===== src/rtl/branch_predictor.sv =====
// rtl/branch_predictor.sv - direct-mapped branch predictor with 2-bit counters and mispredict flush
module branch_predictor #(
    parameter int ENTRIES = 16,
    parameter int TAG_W   = 10
) (
    input  logic        clk,
    input  logic        rst_n,
    input  logic        f_valid,
    input  logic [63:0] f_pc,
    output logic        pred_taken,
    output logic [63:0] pred_target,
    input  logic        u_valid,
    input  logic        u_is_branch,
    input  logic [63:0] u_pc,
    input  logic        u_taken,
    input  logic [63:0] u_target,
    input  logic        u_pred_taken,
    input  logic [63:0] u_pred_target,
    output logic        mispredict,
    output logic [63:0] redirect_pc,
    output logic [31:0] branch_count,
    output logic [31:0] mispredict_count
);

    localparam int IDX_W = $clog2(ENTRIES);

    logic             tbl_valid  [ENTRIES];
    logic [TAG_W-1:0] tbl_tag    [ENTRIES];
    logic [63:0]      tbl_target [ENTRIES];
    logic [1:0]       tbl_ctr    [ENTRIES];

    logic [IDX_W-1:0] f_idx;
    logic [TAG_W-1:0] f_tag;
    logic             f_hit;
    logic [IDX_W-1:0] u_idx;
    logic [TAG_W-1:0] u_tag;
    logic             u_hit;
    logic             upd_en;
    logic             mis_cond;

    assign f_idx = f_pc[IDX_W+1:2];
    assign f_tag = f_pc[IDX_W+2 +: TAG_W];
    assign u_idx = u_pc[IDX_W+1:2];
    assign u_tag = u_pc[IDX_W+2 +: TAG_W];

    // Fetch-side lookup reads the registered table, so a same-cycle update is not visible yet
    always_comb begin
        f_hit       = tbl_valid[f_idx] && (tbl_tag[f_idx] == f_tag);
        pred_taken  = f_valid && f_hit && tbl_ctr[f_idx][1];
        pred_target = pred_taken ? tbl_target[f_idx] : f_pc + 64'd4;
    end

    // Update qualification and mispredict detection from the execute-stage result
    always_comb begin
        upd_en   = u_valid && u_is_branch;
        u_hit    = tbl_valid[u_idx] && (tbl_tag[u_idx] == u_tag);
        mis_cond = upd_en && ((u_taken != u_pred_taken) ||
                              (u_taken && (u_target != u_pred_target)));
    end

    // Valid bits and counters: train on hits, allocate weakly-taken on taken misses
    always_ff @(posedge clk or negedge rst_n) begin
        if (!rst_n) begin
            for (int i = 0; i < ENTRIES; i++) begin
                tbl_valid[i] <= 1'b0;
                tbl_ctr[i]   <= 2'b01;
            end
        end else if (upd_en) begin
            if (u_hit) begin
                if (u_taken && tbl_ctr[u_idx] != 2'b11)
                    tbl_ctr[u_idx] <= tbl_ctr[u_idx] + 2'd1;
                else if (!u_taken && tbl_ctr[u_idx] != 2'b00)
                    tbl_ctr[u_idx] <= tbl_ctr[u_idx] - 2'd1;
            end else if (u_taken) begin
                tbl_valid[u_idx] <= 1'b1;
                tbl_ctr[u_idx]   <= 2'b10;
            end
        end
    end

    // Tags and targets carry no reset; a taken update either refreshes or allocates them
    always_ff @(posedge clk) begin
        if (upd_en && u_taken) begin
            tbl_tag[u_idx]    <= u_tag;
            tbl_target[u_idx] <= u_target;
        end
    end

    // Registered flush pulse, redirect PC and saturating statistics
    always_ff @(posedge clk or negedge rst_n) begin
        if (!rst_n) begin
            mispredict       <= 1'b0;
            redirect_pc      <= 64'd0;
            branch_count     <= 32'd0;
            mispredict_count <= 32'd0;
        end else begin
            mispredict <= mis_cond;
            if (upd_en) begin
                redirect_pc <= u_taken ? u_target : u_pc + 64'd4;
                if (branch_count != 32'hFFFF_FFFF)
                    branch_count <= branch_count + 32'd1;
            end
            if (mis_cond && mispredict_count != 32'hFFFF_FFFF)
                mispredict_count <= mispredict_count + 32'd1;
        end
    end

endmodule


===== config.mk =====
export PLATFORM = sky130hd
export DESIGN_NAME = branch_predictor
export DESIGN_NICKNAME = d
export VERILOG_FILES = /design/src/rtl/branch_predictor.sv
export SDC_FILE = /design/constraint.sdc
export NUM_CORES = 2
export LEC_CHECK = 0
export ABC_AREA = 1
export CAP_MARGIN = 20
export CORE_AREA = 2 2 427 429
export DETAILED_ROUTE_END_ITERATION = 10
export DIE_AREA = 0 0 429 431
export MAX_ROUTING_LAYER = met4
export PLACE_DENSITY_LB_ADDON = 0.2
export SLEW_MARGIN = 20
export SYNTH_ARGS = -nofsm -noshare
export SYNTH_HDL_FRONTEND = slang
export SYNTH_SLANG_ARGS = --single-unit
export TNS_END_PERCENT = 5

===== constraint.sdc =====
create_clock -name clk -period 4.1 [get_ports clk]
set_clock_uncertainty 0.2 [all_clocks]
set_input_delay 0.41 -clock clk [delete_from_list [all_inputs] [get_ports clk]]
set_output_delay 0.41 -clock clk [all_outputs]
set_load 0.03 [all_outputs]

## Word-level counts from Yosys, hierarchy flattened

Memories as Yosys holds them, arrays and structs flattened.
Cells that the tools add are included.

| word-level totals | value |
|---|---|
| register bits after elaboration | 177 |
| RAM bits | 1184 |
| input port bits | 263 |
| output and inout bits | 194 |
| logic and storage cells | 107 |
| memories | 2 |

Memory list:

| memory | words | bits a word | read ports | clocked after memory_dff | wr ports | line | source |
|---|---|---|---|---|---|---|---|
| tbl_target | 16 | 64 | 1 | 0 | 1 | 29 | `logic [63:0] tbl_target [ENTRIES];` |
| tbl_tag | 16 | 10 | 2 | 0 | 1 | 28 | `logic [TAG_W-1:0] tbl_tag [ENTRIES];` |

| cells by class | value |
|---|---|
| $add $sub $neg | 6 |
| $lt $le $gt $ge | 3 |
| equality and inequality tests | 8 |
| muxes and demuxes | 26 |
| bitwise logic cells | 7 |
| reduce and logical (&&, ||, !) cells | 19 |

Operator list:

| kind | count |
|---|---|
| $add A64 B3 Y64 const B | 2 |
| $mux W32 | 4 |
| $mux W64 | 2 |
| $add A32 B1 Y32 const B | 2 |
| $bwmux W32 | 2 |
| $ne A32 B32 Y1 const B | 2 |
| $ne A64 B64 Y1 | 1 |
| $or A16 B16 Y16 | 2 |
| $eq A10 B10 Y1 | 2 |
| $and A16 B16 Y16 | 1 |
| $bmux W2 S4 | 2 |
| $not A16 Y16 | 1 |
| $logic_and A1 B1 Y1 | 12 |
| $ge A5 B5 Y1 const B | 2 |
| $mux W2 | 5 |
| $not A4 Y5 | 2 |
| $bmux W1 S4 | 2 |
| $demux W2 S4 | 1 |
| $mux W1 | 7 |
| $reduce_and A3 Y1 | 2 |
| $lt A5 B1 Y1 const B | 1 |
| $demux W1 S4 | 1 |
| $reduce_bool A2 Y1 | 2 |
| $ne A3 B1 Y1 const B | 1 |
| other kinds (8) | 8 |

## Logic depth before layout (Yosys ltp)

| logic depth | value |
|---|---|
| depth after elaboration | 9 |
| mapped depth | 21 |
| depth with buffers taken out | 19 |

## Least setup slack after synthesis

OpenSTA, ideal clock, no wires.

| timing | value |
|---|---|
| path type | input port to flip-flop |
| start | input port u_taken |
| end | register tbl_ctr[16] (netlist name) |
| library setup time | 0.058 ns |
| data arrival time | 6.976 ns |
| required time | 3.842 ns |
| slack | -3.134 ns |
| stages on the path | 9 |
| path buffers | 1 |
| path through | clkbuf_1 > inv_1 > nor2_1 > inv_1 > nor3_1 > nand2_1 > nand3b_1 > nand2_1 > inv_1 |

| on the way | value |
|---|---|
| word-level cells in the longest chain between the ends | 4 |
| elaborated cells on any way between the ends | 8 |
| classes of those cells | 1 x eq/ne; 2 x mux; 5 x reduce/logical |

RTL lines:

| item | line | source |
|---|---|---|
| start, declared | 15 | `input logic u_taken,` |
| $logic_not A1 Y1 | 72 | `else if (!u_taken && tbl_ctr[u_idx] != 2'b00)` |
| $logic_and A1 B1 Y1 | 72 |  |
| $ne A3 B1 Y1 (no line) | n/a |  |
| $reduce_and A3 Y1 (no line) | n/a |  |
| end signal, assigned by index | 71 | `tbl_ctr[u_idx] <= tbl_ctr[u_idx] + 2'd1;` |
| end signal, assigned by index | 73 | `tbl_ctr[u_idx] <= tbl_ctr[u_idx] - 2'd1;` |
| end, declared | 30 | `logic [1:0] tbl_ctr [ENTRIES];` |

Parallel ways exist; a longest one is shown, timed or not.
A chain may end at the register's enable or synchronous reset.

## Worst setup path after layout

| timing | value |
|---|---|
| start | input port f_pc[5] |
| end | output port pred_target[13] |

| on the way | value |
|---|---|
| word-level cells in the longest chain between the ends | 8 |
| elaborated cells on any way between the ends | 15 |
| classes of those cells | 1 x add/sub; 1 x eq/ne; 7 x mux; 1 x bitwise; 3 x reduce/logical; 2 x memory |

RTL lines:

| item | line | source |
|---|---|---|
| start, declared | 9 | `input logic [63:0] f_pc,` |
| branches (longest 7 deep; another with $add A64 B3 Y64) | n/a |  |
| $mux W64 (*) | 50 | `pred_target = pred_taken ? tbl_target[f_idx] : f_pc + 64'd4;` |
| end, declared | 11 | `output logic [63:0] pred_target,` |

Every way passes the cells marked *. The select of a mux whose other input is x is not followed.

==> results.md <==
* Tmin final at just over 4 ns
* Total number of vias at ~51,000
* TritonRoute pass-1 iters at 5
* P_sw at 8.86 mW
* Largest net degree at the start of global routing at 101
* Die Ht at 431 um
* Status: complete, but fails checks
* Slew HR at 22.0%
* CP Max Fanout at 58
* Combinational group share of total power at 12.7%
* Dpl cells at 9,014
* First-pass GRT wire length at 363 mm
* Synth area leaders: edfxtp_1 57%, o21ai_0 6.5%, dfrtp_1 6.4%
* Reg power frac at 46.5%
* CTS Buf Count at approximately 150
* Yosys warning total at 0
* Setup crit start kind: input port
* Non-filler cells, final at 9,318
* Share of cells above drive strength 1 at between 10% and 20%
* #FFs+latches synth at 1,361
* PnR worst setup slack at -0.00189 ns
* DIE AREA at between 150,000 and 200,000 um2
* Num rows at approximately 160
* Layout area overhead at 25.5%
* Fin util at 43.7%
* Setup slack after placement at -0.264 ns
* TritonCTS clock tree: done
* Placer Congestion at 0.967
* Initial antenna violation count at 32
* Clk sinks at 1,361
* Failing checks: negative setup slack
* Clk pwr share at between 40% and 50%
* Final setup violation count at 1
* Final cycle utilization of the critical path at 100%
* Slew Viols, Final at 0
* Hold WC Path Type: in2async
* Fin nets at approximately 7,000
* Max Cap Violations at 0
* Remaining DRCs at 0
* Switching Share at 26.5%
* Worst path required time at 3.49 ns
* Critical Path End Type: output port
* Worst-Skew Late Latency at 0.80 ns
* Vias in the first global route at 49,000
* Unrepaired setup endpoints after global routing: true
* Sequential-to-total area share from yosys stat at 63.8%
* Width of the die at around 430 um
* Total GRT Usage at 28.2%
* Clk buf depth at 3
* P_leak at 29.2 nW
* Critical path class: in2out
* Clk pin slew, worst setup/hold paths at 0.06 ns
* Peak supply drop at 0.000492 V
* Io pins at 457
* Final Hold Viols at 0
* CTS root buffer: clkbuf_16
* Avg Inst Size Synth at between 10 and 15 um2
* Vias/cell at 5.50
* EDFF count, synth at 1,184
* DR iter-0 viols at a little under 6,000
* Cell area after layout at 78,800 um2
* Syn_nets at about 6,400
* Pwr Total at 33.5 mW
* Async set-or-reset flop fraction in the synthesized netlist at between 10% and 20%
* Internal power at 24.6 mW
* Synth Instances at 6,120
* Slew @ Worst Pin at 1.15 ns
* Port Buffers at 456
* Area leader, netlist: edfxtp_1
* Synth top area share at 56.7%
* Total grt overflow at 0
* Fmax at about 0.24 GHz
* Netlist cell types at 56
* # H-tree levels at 4
* Pwr per Cell Area at 425 nW/um2
* Critical path arrival at ~3.5 ns
* Fillers at 17,100
* Ys flop type: edfxtp_1
* CORE AREA at around 180,000 um2
* Routed WL at between 200 and 300 mm
* Dpl cell area at 73,700 um2
* Netlist Area Pre-Place at 62,700 um2
* DRT antenna net count at 0
* WL/cell at about 28 um
* Post-DP HPWL at 179 mm
* Initial Util at a little over a third
[layout by cell type (no fill, tap or decap), types with 74 or more instances in the layout]
| cell | netlist | routed |
|---|---|---|
| dfrtp_1 | 161 | 161 |
| clkdlybuf4s50_1 | 0 | 384 |
| edfxtp_1 | 1184 | 1184 |
| o21ai_0 | 813 | 795 |
| clkbuf_16 | 0 | 156 |
| nor3_1 | 100 | 97 |
| nand3_1 | 212 | 210 |
| nand2_1 | 1031 | 1023 |
| nor2_1 | 852 | 831 |
| a21oi_1 | 153 | 152 |
| buf_12 | 0 | 147 |
| o221ai_1 | 83 | 83 |
| o22ai_1 | 174 | 174 |
| xor2_1 | 136 | 136 |
| nand4_1 | 74 | 74 |
| inv_1 | 477 | 472 |
| buf_4 | 11 | 324 |
[path summary, 6_finish.rpt]
kind	end	start	slack [ns]	depth (start not counted)
setup / recovery	pred_target[13]	f_pc[5]	-0.002	17
hold / removal	mispredict_count[12]$_DFFE_PN0P_	rst_n	0.06	2
setup reg to reg	branch_count[2]$_DFFE_PN0P_	branch_count[21]$_DFFE_PN0P_	1.17	10
hold reg to reg	tbl_ctr[4]$_DFFE_PN1P_	tbl_ctr[4]$_DFFE_PN1P_	0.26	2
max in group asynchronous	tbl_ctr[20]$_DFFE_PN1P_	rst_n	2.61	3
min in group clk	redirect_pc[19]$_DFFE_PN0P_	u_pc[19]	0.16	3
[critical path: stages]
cell	delay, ns
clkdlybuf4s50_1	0.51
buf_4	0.14
inv_2	0.06
nor2_4	0.47
nand2_1	0.14
nand2_1	0.14
inv_1	0.10
nand3_1	0.10
nand2_1	0.07
nor2_1	0.10
nand4_1	0.08
nor2_1	0.14
nand2_2	0.08
buf_12	0.17
o21ai_1	0.36
buf_4	0.18
buf_12	0.11
[cell type report]
type                    count  area, um2  area share (%)
clock buffers             196       4080            5.18
well taps                2370       2970            3.76
inverters                 486       1840            2.34
clock inverters            86        820            1.04
diodes                     16       40.0          0.0508
flip-flops and latches   1361      40000            50.8
repair buffers            867       9340            11.9
multi-input cells        3936      19700            25.0
[sequential cells by signal (all words and copies together) (netlist names)]
name              count
tbl_ctr              32
tbl_tag             160
redirect_pc          64
mispredict_count     32
branch_count         32
tbl_target         1024
mispredict            1
tbl_valid            16
[layer usage]
| layer | track usage [%] | share of wire [%] | vias up |
|---|---|---|---|
| li1 | - | - | 22900 |
| met1 | 36.4 | 41 | 25500 |
| met2 | 44.3 | 47 | 2356 |
| met3 | 4.12 | 7.3 | 439 |
| met4 | 12.4 | 5.0 | 0 |
| met5 | - | 0 | - |
[timing repair]
action | 4_1_cts | 5_1_grt
hold buffers | 5 | 0
endpoints found under the setup margin | 7 | 48
cloned | 0 | 0
gates resized for setup | 4 | 36
pin swaps | 0 | 2
endpoints found under the hold margin | 102 | 0
setup buffers | 0 | 1
[power groups by stage]
stage / registers, mW / logic, mW / clock network, mW
finish: 15.6 / 4.25 / 13.6
global route: 15.6 / 4.50 / 14.3
CTS: 15.6 / 4.24 / 13.8
detailed placement: 15.8 / 4.22 / 0
global placement: 15.8 / 4.20 / 0
floorplan: 16.1 / 1.57 / 0
[per-stage QoR]
stage	hold slack, ns	TNS [ns]
after global routing	0.151	-0.182
after global placement	0.248	-10.13
after detailed placement	0.250	-7.47
after floorplan	-0.0856	-481.00
final	0.0565	-0.00189
after CTS	0.0926	-0.00572
[logic make-up (layout without fill, tap and decap cells)]
logic type / after synthesis / after routing / synth area share, %
simple gates: 2362 / 2362 / 15.6
other cells: 0 / 16 / 0
compound gates: 1385 / 1385 / 12.7
xor+xnor: 180 / 180 / 2.51
flops: 1361 / 1361 / 63.8
buf+inv: 823 / 1635 / 5.22
fa+ha+maj: 9 / 9 / 0.179
[synthesized netlist by cell type, types with 13 or more instances]
cell / count
edfxtp_1: 1184
nand2_1: 1031
nor2_1: 852
o21ai_0: 813
inv_1: 477
clkbuf_1: 241
nand3_1: 212
o22ai_1: 174
dfrtp_1: 161
a21oi_1: 153
xor2_1: 136
nor3_1: 100
o221ai_1: 83
nand4_1: 74
a221oi_1: 56
buf_2: 56
xnor2_1: 44
nor4_1: 34
o211a_1: 27
buf_1: 18
dfstp_2: 16
nand3b_1: 15
or2_2: 14
a31oi_1: 13
Power figures use the tool's default switching activity.
